`src/rtl/bounce_generator.sv`:
```
// Turns a clean target level into a deterministic LFSR-timed glitch burst; first edge 1 cycle after a target change, done after burst + SETTLE_CYCLES.
// No backpressure: target/enable changes during a sequence are deferred until it completes.
module bounce_generator #(
    parameter int unsigned BOUNCES       = 4,
    parameter int unsigned GLITCH_W      = 3,
    parameter int unsigned SETTLE_CYCLES = 10,
    parameter logic [15:0] SEED          = 16'hACE1
) (
    input  logic clk,
    input  logic rst_n,
    input  logic enable,
    input  logic target,
    output logic noisysignal,
    output logic busy,
    output logic done
);
    localparam logic [15:0] SEED_EFF = (SEED == 16'h0000) ? 16'hACE1 : SEED;
    localparam int unsigned GMAX     = 1 << GLITCH_W;
    localparam int unsigned TMAX     = (GMAX > SETTLE_CYCLES) ? GMAX : SETTLE_CYCLES;
    localparam int          TW       = $clog2(TMAX + 1);
    localparam int unsigned NTOG     = 2 * BOUNCES;
    localparam int          CW       = (NTOG > 0) ? $clog2(NTOG + 1) : 1;
    localparam logic [CW-1:0] LAST_TOG  = CW'(NTOG);
    localparam logic [TW-1:0] SETTLE_LD = TW'(SETTLE_CYCLES);

    typedef enum logic [1:0] {
        IDLE,
        BOUNCE,
        SETTLE
    } state_t;

    state_t        state;
    logic [15:0]   lfsr;
    logic [15:0]   lfsr_next;
    logic          goal;
    logic [TW-1:0] timer;
    logic [TW-1:0] glitch_len;
    logic [CW-1:0] toggles;

    assign lfsr_next  = lfsr[0] ? ((lfsr >> 1) ^ 16'hB400) : (lfsr >> 1);
    assign glitch_len = TW'(lfsr[GLITCH_W-1:0]) + TW'(1);

    always_ff @(posedge clk or negedge rst_n) begin
        if (!rst_n) begin
            state       <= IDLE;
            lfsr        <= SEED_EFF;
            goal        <= 1'b0;
            timer       <= '0;
            toggles     <= '0;
            noisysignal <= 1'b0;
            busy        <= 1'b0;
            done        <= 1'b0;
        end else begin
            lfsr <= lfsr_next;
            done <= 1'b0;
            case (state)
                IDLE: begin
                    busy <= 1'b0;
                    if (enable && (target != goal)) begin
                        goal        <= target;
                        noisysignal <= target;
                        busy        <= 1'b1;
                        toggles     <= '0;
                        if (NTOG == 0) begin
                            state <= SETTLE;
                            timer <= SETTLE_LD;
                        end else begin
                            state <= BOUNCE;
                            timer <= glitch_len;
                        end
                    end else if (!enable) begin
                        noisysignal <= target;
                        goal        <= target;
                    end
                end
                BOUNCE: begin
                    if (timer == TW'(1)) begin
                        noisysignal <= ~noisysignal;
                        toggles     <= toggles + CW'(1);
                        // An even number of toggles leaves the line back at goal.
                        if (toggles + CW'(1) == LAST_TOG) begin
                            state <= SETTLE;
                            timer <= SETTLE_LD;
                        end else begin
                            timer <= glitch_len;
                        end
                    end else begin
                        timer <= timer - TW'(1);
                    end
                end
                SETTLE: begin
                    noisysignal <= goal;
                    if (timer == TW'(1)) begin
                        busy  <= 1'b0;
                        done  <= 1'b1;
                        state <= IDLE;
                    end else begin
                        timer <= timer - TW'(1);
                    end
                end
                default: state <= IDLE;
            endcase
        end
    end
endmodule

```
`config.mk`:
```
export PLATFORM = sky130hd
export DESIGN_NAME = bounce_generator
export DESIGN_NICKNAME = d
export VERILOG_FILES = /design/src/rtl/bounce_generator.sv
export SDC_FILE = /design/constraint.sdc
export NUM_CORES = 1
export LEC_CHECK = 0
export ABC_CLOCK_PERIOD_IN_PS = 1800
export CAP_MARGIN = 20
export CELL_PAD_IN_SITES_DETAIL_PLACEMENT = 0
export CELL_PAD_IN_SITES_GLOBAL_PLACEMENT = 1
export CORE_MARGIN = 2
export CORE_UTILIZATION = 43
export CTS_BUF_LIST = sky130_fd_sc_hd__clkbuf_16
export CTS_CLUSTER_SIZE = 30
export DETAILED_ROUTE_END_ITERATION = 8
export PLACE_DENSITY_LB_ADDON = 0.1
export SYNTH_ARGS = -nofsm -noshare
export SYNTH_HDL_FRONTEND = slang
export SYNTH_SLANG_ARGS = --single-unit
export TNS_END_PERCENT = 100
```
`constraint.sdc`:
```
create_clock -name clk -period 1.8 [get_ports clk]
set_input_delay 0.27 -clock clk [delete_from_list [all_inputs] [get_ports clk]]
set_output_delay 0.27 -clock clk [all_outputs]
set_load 0.05 [all_outputs]
```
==> flow_results.org, run 1 <==
** Timing
- The hold violation count in the final report is 0.
- At the pin with the least slew margin, the transition time is 0.495 ns.
- Final count of pins violating max slew :: 0
- The worst pin sits at a relative slew slack of 66.9%.
- Peak clock frequency supported by timing :: 0.579 GHz
- Part of the cycle the worst path needs :: 95.9%
- Final setup violation count :: 0
- On the final layout, the worst clock skew is 0.00463 ns.
- Setup repair after global routing could not meet its margin everywhere.
- The clock period could shrink to 1.73 ns.
- Worst hold margin :: 0.347 ns

** Cells and area
- Most frequent cells in the layout :: 22 x sky130_fd_sc_hd__dfrtp_1, 21 x sky130_fd_sc_hd__buf_4, 8 x sky130_fd_sc_hd__dfstp_2
- After routing the design area is 1860 sq um.
- Final Net Count :: 164
- In the final layout, the share of cells above drive strength 1 is 32.0%.
- The layout has 300 filler cells.
- The finished layout holds 199 standard cells, fillers aside.
- In the final layout, the multi-input gates occupy 667 sq um.
- Most common library cell in the layout ignoring fill and taps :: sky130_fd_sc_hd__dfrtp_1
- Area growth from synthesis to layout :: 28.4%
- Area occupied by registers :: 761 sq um
- The repair_antennas step left the layout with diodes totalling 0.

** Setup path
- Critical Path Source Type :: flip-flop
- The worst register-to-register path ends at timer[2]$_DFFE_PN0P_.
- Start-to-end type of the worst setup path :: flip-flop to flip-flop
- The worst setup path is captured at a flip-flop.
- Arrival time worst endpoint :: 1.87 ns
- In this run the worst path has a maximum fanout of 7.
- Critical R2R Launch :: timer[1]$_DFFE_PN0P_
- In this run the register-to-register setup slack is 0.07 ns.
- Data on the critical path is required at its endpoint by 1.94 ns.
- Worst R2R Path Depth :: 7

** Placed design
- At the end of routability-driven placement, the weighted congestion stood at 0.746.
- In this run, placement finished with an instance count of 191.
- Summing all placed instances gives a cell area of 1690 sq um.
- Port buffering added 6 buffers.
- Detailed placement ended at an HPWL of 2000 um.

** Power
- Clk pwr share :: 24.7%
- The internal power of the cells totals 0.00202 W.
- Combinational fraction of design power :: 45.5%
- For this design the static power due to leakage is 0.868 nW.
- The worst-case IR drop observed on VDD is 0.000985 V.
- Sequential group share of total power :: 29.7%
- Power dissipated by switching net loads :: 0.00114 W
- Power spread over the standard cell area amounts to 1700 nW/um^2.
- Switching portion of total power :: 36.0%

** Clocking
- The number of hold buffers added after CTS was 0.
- TritonCTS built the clock tree.
- After clock tree synthesis, the setup repair step added 0 buffers.
- The tree is rooted in a sky130_fd_sc_hd__clkbuf_16.
- The H-tree was split into 2 levels.
- No sink is reached through more buffers than the 2 on the longest clock path.
- Worst skew pair latency :: 0.27 ns
- Clock-pin slew was measured on the worst setup and hold paths at 0.05 ns.
- Inserted Clock Buffers :: 5
- The tree built by TritonCTS fans out to 30 sinks.

** Min path
- Class of the worst hold path :: flip-flop to flip-flop
- Critical hold path startpoint :: lfsr[3]$_DFF_PN0_
- Counting instances, the worst hold path has a depth of 0.
- Hold Crit Endpoint :: lfsr[2]$_DFF_PN0_

** Floorplan
- Number of standard-cell rows in the floorplan :: 21
- The floorplan step defined a die boundary enclosing 3840 sq um.
- 7 I/O pins were placed.
- The core region is 3280 sq um.
- The die is 62.0 um tall.
- Measured along the x axis, the die boundary spans 62.0 um.
- The initial utilization of the core area, before any placement, comes to 44.0%.

** Synth
- Post-Synthesis Mean Instance Area :: 11.8 sq um
- After synthesis, flip-flops and latches occupy 52.6% of the total area.
- Count of synthesis-stage warnings from yosys :: 0
- Of all flip-flops after synthesis, the portion carrying an async set or reset was 100%.
- Number of flip-flops and latches in the synthesized netlist :: 30
- Counting flops with a built-in enable in the synthesized netlist gives 0.
- Summing every instance area after synthesis gives 1450 sq um.
- Synthesis produced a netlist with a net count of 135.
- In the synthesized netlist the dominant register cell turns out to be sky130_fd_sc_hd__dfrtp_1.
- In the synthesized netlist, the number of instances is 123.
- After synthesis, the netlist uses 47 different library cells.

** Route
- Total number of vias :: 1,030
- Once detail routing completed, the nets flagged for antenna violations numbered 0.
- Average vias per placed instance :: 5.18
- DR DRC count :: 0
- Number of iterations in the first detailed-routing pass :: 4
- The first routing iteration left 104 violations.
- The routed design has 2790 um of wire.
- Average wire length per cell after detail routing :: 14.0 um

** Global route
- The number of global-route vias before repair is 1,056.
- Entering global routing, the biggest net connects 31 pins.
- The first global-routing pass estimated 4890 um of wire.
- Global routing finished with a remaining overflow of 0.
- Tot GR Track Use :: 18.0%
- Number of antenna violations at the first check in global routing :: 0

** Run
- Maximum Capacitance Violations :: 0

** Status
- The run finished with clean final reports.
Yosys cell counts (2+ instances only):
cell	count	area share, %
sky130_fd_sc_hd__o22a_1	2	1.2
sky130_fd_sc_hd__ha_1	8	6.9
sky130_fd_sc_hd__o31ai_1	2	1.0
sky130_fd_sc_hd__nand2_1	6	1.6
sky130_fd_sc_hd__nor2b_1	2	0.86
sky130_fd_sc_hd__nor3_1	4	1.4
sky130_fd_sc_hd__nand3_1	3	1.0
sky130_fd_sc_hd__mux2_2	3	2.3
sky130_fd_sc_hd__xor2_1	4	2.4
sky130_fd_sc_hd__a32oi_1	2	1.2
sky130_fd_sc_hd__dfrtp_1	22	38
sky130_fd_sc_hd__a21o_1	2	1.0
sky130_fd_sc_hd__nand2b_1	2	0.86
sky130_fd_sc_hd__a21oi_1	6	2.1
sky130_fd_sc_hd__dfstp_2	8	15
sky130_fd_sc_hd__inv_1	6	1.6
sky130_fd_sc_hd__o41ai_1	2	1.2
sky130_fd_sc_hd__a22o_1	3	1.8
sky130_fd_sc_hd__o21ai_0	4	1.4
sky130_fd_sc_hd__nor2_1	5	1.3
critical path, stage by stage, from the launching register on:
cell and delay, ns:
sky130_fd_sc_hd__dfrtp_1 0.38, sky130_fd_sc_hd__inv_2 0.08, sky130_fd_sc_hd__ha_4 0.13, sky130_fd_sc_hd__or3b_4 0.44
sky130_fd_sc_hd__a21oi_4 0.17, sky130_fd_sc_hd__nor4b_1 0.07, sky130_fd_sc_hd__a211oi_1 0.23, sky130_fd_sc_hd__o41ai_1 0.09
layer usage:
metal / GRT usage [%] / vias to the layer above / part of all wire, %
li1: - / 508 / -
met1: 23.7 / 502 / 49
met2: 27.4 / 16 / 47
met3: 5.80 / 4 / 4.0
met4: 7.29 / 0 / 0.75
met5: 0 / - / 0
state kept, by name, indices dropped and copies added, names as in the netlist:
register / flops
toggles: 4
timer: 4
goal: 1
busy: 1
lfsr: 16
noisysignal: 1
state: 2
done: 1
kinds of logic after synthesis:
family	share of synthesized area (%)
and+or+nand+nor	11.6
AOI/OAI and AO/OA	19.1
DFF	52.6
muxes	2.34
buffers and inverters	3.29
adders and majority gates	6.92
xor gates and xnor gates	4.15
timing repair:
item	CTS	global route
cloned	0	0
gates resized for setup	2	4
pin swaps	1	2
endpoints found under the setup margin	7	9
how the worst max path moves through the flow:
stage,from,endpoint,slack [ns]
floorplan,timer[0]$_DFFE_PN0P_,timer[0]$_DFFE_PN0P_,0.07
global placement,target,toggles[0]$_DFFE_PN0P_,-0.06
detailed placement,target,toggles[0]$_DFFE_PN0P_,-0.09
CTS,timer[1]$_DFFE_PN0P_,timer[2]$_DFFE_PN0P_,0.02
global route,timer[1]$_DFFE_PN0P_,timer[2]$_DFFE_PN0P_,-0.05
finish,timer[1]$_DFFE_PN0P_,timer[2]$_DFFE_PN0P_,0.07
power groups by stage:
stage	logic [W]	registers [W]	clock network, W
after floorplan	0.000842	0.000993	0
after detailed placement	0.00138	0.000935	0
after CTS	0.00143	0.000929	0.000800
final	0.00144	0.000938	0.000780
after global routing	0.00160	0.000959	0.000845
after global placement	0.00136	0.000932	0
per-stage QoR:
| stage | power, W | worst slack, ns | utilization, % | TNS (ns) |
|---|---|---|---|---|
| 2_1_floorplan | 0.00184 | 0.0653 | - | 0 |
| 3_3_place_gp | 0.00230 | -0.0648 | 51.4 | -0.217 |
| 3_5_place_dp | 0.00232 | -0.0893 | 51.4 | -0.404 |
| 4_1_cts | 0.00315 | 0.0230 | 55.9 | 0 |
| 5_1_grt | 0.00340 | -0.0537 | 56.5 | -0.0537 |
| 6_report | 0.00316 | 0.0739 | 56.5 | 0 |
area by class of cell:
| class | count | share of cell area [%] |
|---|---|---|
| Clock buffer | 5 | 6.74 |
| Clock inverter | 3 | 0.876 |
| Inverter | 6 | 1.21 |
| Multi-Input combinational cell | 83 | 35.9 |
| Sequential cell | 30 | 41.0 |
| Tap cell | 46 | 3.10 |
| Timing Repair Buffer | 26 | 11.2 |
Note: power is estimated with default switching activity, not from simulation.
==> run 2, diff against run 1 <==
--- a/config.mk
+++ b/config.mk
@@ -5,12 +5,12 @@
 export SDC_FILE = /design/constraint.sdc
 export NUM_CORES = 1
 export LEC_CHECK = 0
-export ABC_CLOCK_PERIOD_IN_PS = 1800
+export ABC_CLOCK_PERIOD_IN_PS = 2000
 export CAP_MARGIN = 20
 export CELL_PAD_IN_SITES_DETAIL_PLACEMENT = 0
 export CELL_PAD_IN_SITES_GLOBAL_PLACEMENT = 1
 export CORE_MARGIN = 2
-export CORE_UTILIZATION = 43
+export CORE_UTILIZATION = 51
 export CTS_BUF_LIST = sky130_fd_sc_hd__clkbuf_16
 export CTS_CLUSTER_SIZE = 30
 export DETAILED_ROUTE_END_ITERATION = 8
==> constraint.sdc (replaced) <==
create_clock -name clk -period 2 [get_ports clk]
set_input_delay 0.3 -clock clk [delete_from_list [all_inputs] [get_ports clk]]
set_output_delay 0.3 -clock clk [all_outputs]
set_load 0.05 [all_outputs]
==> flow_results.org, run 2 (synthesis results as in run 1) <==
** Timing
- Worst hold margin :: 0.346 ns
- Peak clock frequency supported by timing :: 0.544 GHz
- Relative slew slack :: 67.1%
- Post-layout minimum cycle time :: 1.84 ns
- Unrepaired setup endpoints after global routing :: no
- Number of hold violations in the final report :: 0
- Final count of pins violating max slew :: 0
- Part of the cycle the worst path needs :: 91.9%
- Across the routed clock network, the largest skew measured is 0.00661 ns.
- Final setup violation count :: 0
- Transition at the pin with the smallest max-transition slack :: 0.492 ns

** Floorplan
- For this configuration, the core starts out at a cell density of 52.9%.
- Die span in y :: 57.3 um
- The die is 57.3 um wide.
- Core Box Area :: 2730 sq um
- In this run the count of I/O pins placed on the die edge is 7.
- DIE AREA :: 3280 sq um
- Number of standard-cell rows in the floorplan :: 19

** Setup path
- Along the worst path, the maximum fanout reaches 8.
- The critical path goes through inv_1 -> ha_1 -> or3b_4 -> a21oi_4 -> nor4b_1 -> a211oi_1 -> o41ai_1.
- Arrival time worst endpoint :: 1.98 ns
- The critical path in this run is classified as flip-flop to flip-flop.
- Peak per-stage delay on the critical path :: 0.46 ns
- Buffers & Inverters on Critical Path :: 1
- The worst setup path is launched from a flip-flop.
- Req. time, crit path :: 2.14 ns
- The slowest stage of the critical path belongs to the cell sky130_fd_sc_hd__or3b_4.
- Largest delay share family, worst path :: simple AND/OR/NAND/NOR gates
- Worst Setup End Kind :: flip-flop

** Global route
- For this run, the total global-route usage over all layers was measured as 19.7%.
- The initial antenna violation count is 0.
- The first global-routing pass estimated 4810 um of wire.
- Total grt overflow :: 0
- The number of global-route vias before repair came to 981.
- Maximum number of pins on one net before global-route repair :: 31

** Clocking
- Clock tree from TritonCTS :: done
- The tree is rooted in a sky130_fd_sc_hd__clkbuf_16.
- The clock passes through at most 2 buffers.
- H-tree depth :: 2
- Once the clock tree was built, the setup fixing pass inserted 0 buffers.
- Clock-pin slew on the worst setup and hold paths :: 0.05 ns
- The clock reaches the later pin of the worst-skew pair after 0.27 ns.
- Inserted Clock Buffers :: 5
- CTS saw 30 sinks.

** Cells and area
- Largest registers :: lfsr x16, timer x4, toggles x4
- After routing the design area is 1740 sq um.
- Area growth from synthesis to layout :: 20.2%
- The register with the most flip-flops in the layout has 16 of them.
- Number of inserted diodes :: 0
- The layout has 207 filler cells.
- Counting flops per register, the top entry is lfsr.
- In the layout the commonest cells are 22 x sky130_fd_sc_hd__dfrtp_1, 9 x sky130_fd_sc_hd__buf_4, 8 x sky130_fd_sc_hd__ha_1, 8 x sky130_fd_sc_hd__dfstp_2.
- Of the cells placed in the final design, the portion with a size suffix greater than 1 is 25.4%.
- Registers take 761 sq um.
- After the last flow step, the layout net total stands at 153.
- In the final layout, the multi-input gates occupy 648 sq um.
- The library cell used most frequently in the layout, excluding fill and tap cells, is sky130_fd_sc_hd__dfrtp_1.

** Power
- Worst vdd rail ir drop :: 0.00113 V
- Power per standard cell area :: 1550 nW/um^2
- Summing internal, switching and leakage power gives 0.00269 W.
- The analysis attributes to cell leakage a power of 0.812 nW.

** Route
- The detail route stage leaves a number of antenna-violating nets equal to 0.
- Average vias per placed instance :: 5.68
- For this run, design rule violations remaining after detail routing come to 0.
- Wires add up to 2670 um.
- Number of DRC violations after detailed-routing iteration 0 :: 53
- Number of iterations in the first detailed-routing pass :: 4
- Summing over every cut layer, the via total after detailed routing is 982.
- Average wire length per cell after detail routing :: 15.5 um

** Placed design
- In this run the tool buffered the top-level ports with 6 buffer cells.
- Placed cell area :: 1590 sq um
- Routability-driven placement finished with a final weighted congestion of 0.812.
- The wire-length estimate of the detail-placed layout is 1810 um.

** Min path
- Class of the worst hold path :: flip-flop to flip-flop

** Run
- Maximum Capacitance Violations :: 0

** Status
- Run status :: complete, no violations
-- run 2: area by class of cell --
class | count | share of cell area (%)
timing repair buffer | 15 | 7.34
tap | 31 | 2.23
multi-input combinational | 83 | 37.3
inverter | 6 | 1.29
sequential | 30 | 43.7
clock buffer | 5 | 7.19
clock inverter | 3 | 0.935
-- run 2: worst reg2reg max path: cells and delay by family, from the launching register on --
kind	cells	cell delay [ns]
simple gates	2	0.54
compound gates	3	0.49
flops	1	0.38
fa+ha+maj	1	0.19
buf+inv	1	0.11
-- run 2: metrics by stage --
| step | instances | setup slack (ns) | setup TNS, ns | util, % |
|---|---|---|---|---|
| final | 173 | 0.161 | 0 | 63.6 |
| after CTS | 173 | 0.0484 | 0 | 63.2 |
| after global routing | 173 | 0.0276 | 0 | 63.6 |
| after floorplan | 123 | 0.265 | 0 | - |
| after detailed placement | 165 | -0.000766 | -0.000766 | 58.1 |
| after global placement | 165 | 0.0317 | 0 | 58.1 |
-- run 2: power breakdown --
part	switching, W	total (W)	internal, W
Sequential	0.000119	0.000837	0.000719
Clock	0.000253	0.000705	0.000452
Combinational	0.000622	0.00115	0.000529
Total	0.000994	0.00269	0.00170
-- run 2: final timing paths --
check | start | to | slack (ns) | cells past startpoint
worst min-delay path | lfsr[4]$_DFF_PN0_ | lfsr[3]$_DFF_PN0_ | 0.35 | 0
worst min register to register | lfsr[4]$_DFF_PN0_ | lfsr[3]$_DFF_PN0_ | 0.35 | 0
min in group asynchronous | rst_n | toggles[2]$_DFFE_PN0P_ | 0.41 | 2
max in group asynchronous | rst_n | lfsr[6]$_DFF_PN1_ | 1.28 | 2
worst max register to register | timer[1]$_DFFE_PN0P_ | timer[2]$_DFFE_PN0P_ | 0.16 | 7
worst max-delay path | timer[1]$_DFFE_PN0P_ | timer[2]$_DFFE_PN0P_ | 0.16 | 7
-- run 2: repair_timing --
item                       CTS  global route
setup endpoints to repair    0             5
hold buffers                 0             0
resized for setup            0             3
-- run 2: per-layer routing --
layer | vias up | share of wire (%) | global-route usage (%)
met5 | - | 0 | 0
met4 | 0 | 0.82 | 8.31
met3 | 4 | 6.0 | 8.84
met2 | 34 | 44 | 26.4
met1 | 464 | 49 | 27.6
li1 | 480 | - | -
==> run 3, diff against run 2 <==
--- a/config.mk
+++ b/config.mk
@@ -14,7 +14,7 @@
 export CTS_BUF_LIST = sky130_fd_sc_hd__clkbuf_16
 export CTS_CLUSTER_SIZE = 30
 export DETAILED_ROUTE_END_ITERATION = 8
-export PLACE_DENSITY_LB_ADDON = 0.1
+export PLACE_DENSITY = 0.83
 export SYNTH_ARGS = -nofsm -noshare
 export SYNTH_HDL_FRONTEND = slang
 export SYNTH_SLANG_ARGS = --single-unit
==> flow_results.org, run 3 (synthesis results as in run 1) <==
** Route
- Total number of vias :: 980
- Total wirelength of the detailed-routed design :: 2680 um
- After detailed routing, the average wire length per cell comes to 15.6 um.
- Number of iterations in the first detailed-routing pass :: 4
- Once detail routing completed, the nets flagged for antenna violations numbered 0.
- Average vias per placed instance :: 5.70
- The detailed router finished its first iteration with 41 violations.
- In the routed design, unresolved DRC markers number 0.

** Floorplan
- The floorplan step set the die width to 57.3 um.
- Die span in y :: 57.3 um
- DIE AREA :: 3280 sq um
- Number of standard-cell rows in the floorplan :: 19
- Core Box Area :: 2730 sq um
- Total I/O pin count :: 7
- Initial core utilization :: 52.9%

** Placed design
- Port Buffer Count :: 6
- Routability-driven placement finished with a final weighted congestion of 0.853.
- Placed wire-length estimate after detailed placement :: 1760 um
- OpenSTA, run right after detailed placement, puts the worst setup slack at 0.0175 ns.

** Setup path
- The slowest stage of the critical path is the sky130_fd_sc_hd__or3b_4 cell.
- STA classifies the critical path startpoint as a flip-flop.
- Worst Setup End Kind :: flip-flop
- The worst register-to-register path has a setup slack of 0.20 ns.
- Crit path cell chain :: inv_1 -> ha_1 -> or3b_4 -> o31a_1 -> o211ai_2 -> o21ai_1
- Arrival time worst endpoint :: 1.95 ns
- Maximum net fanout on the critical path :: 8
- For this run, the slowest stage of the critical path takes 0.46 ns.
- Start-to-end type of the worst setup path :: flip-flop to flip-flop
- R2r endpoint :: timer[1]$_DFFE_PN0P_
- In this run the critical register-to-register path is launched from timer[1]$_DFFE_PN0P_.
- Req. time, crit path :: 2.15 ns
- Counting cells, the worst reg-to-reg path comes to 6.

** Cells and area
- In the final layout, the share of cells above drive strength 1 is 24.8%.
- In the final layout, the registers with the most flip-flops are lfsr x16, timer x4, toggles x4.
- At the end of the flow, the number of nets in the layout was 152.
- The area growth from synthesis to layout is 21.2%.
- The layout has 210 filler cells.
- Most common library cell in the layout ignoring fill and taps :: sky130_fd_sc_hd__dfrtp_1
- Most frequent cells in the layout :: 22 x sky130_fd_sc_hd__dfrtp_1, 8 x sky130_fd_sc_hd__ha_1, 8 x sky130_fd_sc_hd__dfstp_2, 8 x sky130_fd_sc_hd__buf_4
- The register with the most flip-flops in the layout has 16 of them.
- 0 antenna diodes ended up in the layout.
- More flip-flops sit in one register than any other, and that register is lfsr.

** Clocking
- In this run, post-CTS hold repair placed 0 buffers.
- Inserted Clock Buffers :: 5
- The clock tree synthesis step divided the H-tree into 2 levels.
- Once the clock tree was built, the setup fixing pass inserted 0 buffers.
- The tree is rooted in a sky130_fd_sc_hd__clkbuf_16.
- Worst skew pair latency :: 0.27 ns
- Clock-pin slew on the worst setup and hold paths :: 0.05 ns
- Clock tree synthesis found a total of 30 sinks.
- TritonCTS built the clock tree.
- No sink is reached through more buffers than the 2 on the longest clock path.

** Power
- For this design the static power due to leakage is 0.811 nW.
- IR analysis of the VDD net gives a maximum drop of 0.00127 V.
- Power per standard cell area :: 1600 nW/um^2

** Global route
- The initial antenna violation count came to 0.
- Maximum number of pins on one net before global-route repair :: 31
- Tot GR Track Use :: 19.0%
- The first global-routing pass estimated 4440 um of wire.
- The number of global-route vias before repair was 937.
- Total grt overflow :: 0

** Timing
- Adding up every negative setup slack in the final design gives 0 ns.
- Final critical-path setup slack :: 0.201 ns
- For the pin with the worst max-slew slack, the measured transition is 0.491 ns.
- Based on the critical path, the design can be clocked at up to 0.556 GHz.
- Part of the cycle the worst path needs :: 89.9%
- Final setup violation count :: 0
- Setup repair after global routing left no endpoint under its margin.
- The hold violation count in the final report was 0.
- Headroom to the max-slew limit came out at 67.1%.
- The final count of pins violating max slew is 0.
- Counting I/O delays and the setup requirement, the final critical path takes 1.80 ns.
- Layout Skew :: 0.00521 ns

** Min path
- In this run the most critical hold path is launched from lfsr[3]$_DFF_PN0_.
- In this run the worst hold path is classified as flip-flop to flip-flop.
- Hold Crit Endpoint :: lfsr[2]$_DFF_PN0_
- The worst hold path was traced through 0 stages.

** Status
- The flow ran to the end, and the final reports show no timing, DRC or antenna violations.

** Run
- Maximum Capacitance Violations :: 0
run 3: per-stage QoR:
| stage | utilization (%) | power [W] | area [sq um] | hold slack (ns) | instances |
|---|---|---|---|---|---|
| floorplan | - | 0.00165 | 1450 | 0.00441 | 123 |
| global placement | 57.8 | 0.00191 | 1580 | 0.337 | 164 |
| detailed placement | 57.8 | 0.00193 | 1580 | 0.337 | 164 |
| CTS | 64.0 | 0.00280 | 1750 | 0.354 | 172 |
| global route | 64.1 | 0.00298 | 1750 | 0.363 | 172 |
| finish | 64.1 | 0.00280 | 1750 | 0.352 | 172 |
run 3: how the worst max path moves through the flow:
stage	cells past startpoint	slack, ns	from	end
finish	6	0.20	timer[1]$_DFFE_PN0P_	timer[1]$_DFFE_PN0P_
global route	7	0.06	timer[1]$_DFFE_PN0P_	timer[2]$_DFFE_PN0P_
floorplan	5	0.27	timer[0]$_DFFE_PN0P_	timer[0]$_DFFE_PN0P_
detailed placement	6	0.02	target	toggles[0]$_DFFE_PN0P_
CTS	7	0.08	timer[1]$_DFFE_PN0P_	timer[2]$_DFFE_PN0P_
global placement	6	0.05	target	toggles[0]$_DFFE_PN0P_
run 3: repair_timing:
action / in CTS / in global routing
endpoints found under the setup margin: 0 / 1
gates resized for setup: 0 / 1
endpoints found under the hold margin: 0 / 0
run 3: area by class of cell:
| type | instances | area, sq um | share of cell area (%) |
|---|---|---|---|
| Inverter | 6 | 22.5 | 1.28 |
| Multi-Input combinational cell | 83 | 641 | 36.5 |
| Clock buffer | 5 | 125 | 7.14 |
| Sequential cell | 30 | 761 | 43.4 |
| Tap cell | 31 | 38.8 | 2.21 |
| Timing Repair Buffer | 14 | 120 | 6.85 |
| Clock inverter | 3 | 45.0 | 2.57 |
run 3: per-layer routing:
layer	vias up	track usage, %	share of wire (%)
li1	480	-	-
met1	471	25.7	49
met2	25	27.1	45
met3	4	8.16	5.2
met4	0	7.97	0.86
met5	-	0	0
run 3: worst max-delay path: cells and delay by family, from the launching register on:
| family | cells | cell delay (ns) |
|---|---|---|
| compound gates | 3 | 0.57 |
| flops | 1 | 0.37 |
| buf+inv | 1 | 0.11 |
| simple gates | 1 | 0.46 |
| fa+ha+maj | 1 | 0.18 |
run 3: power breakdown:
| group | internal [W] | total [W] | switching, W |
|---|---|---|---|
| combinational | 0.000507 | 0.00110 | 0.000595 |
| sequential | 0.000718 | 0.000848 | 0.000130 |
| clock | 0.000585 | 0.000850 | 0.000265 |
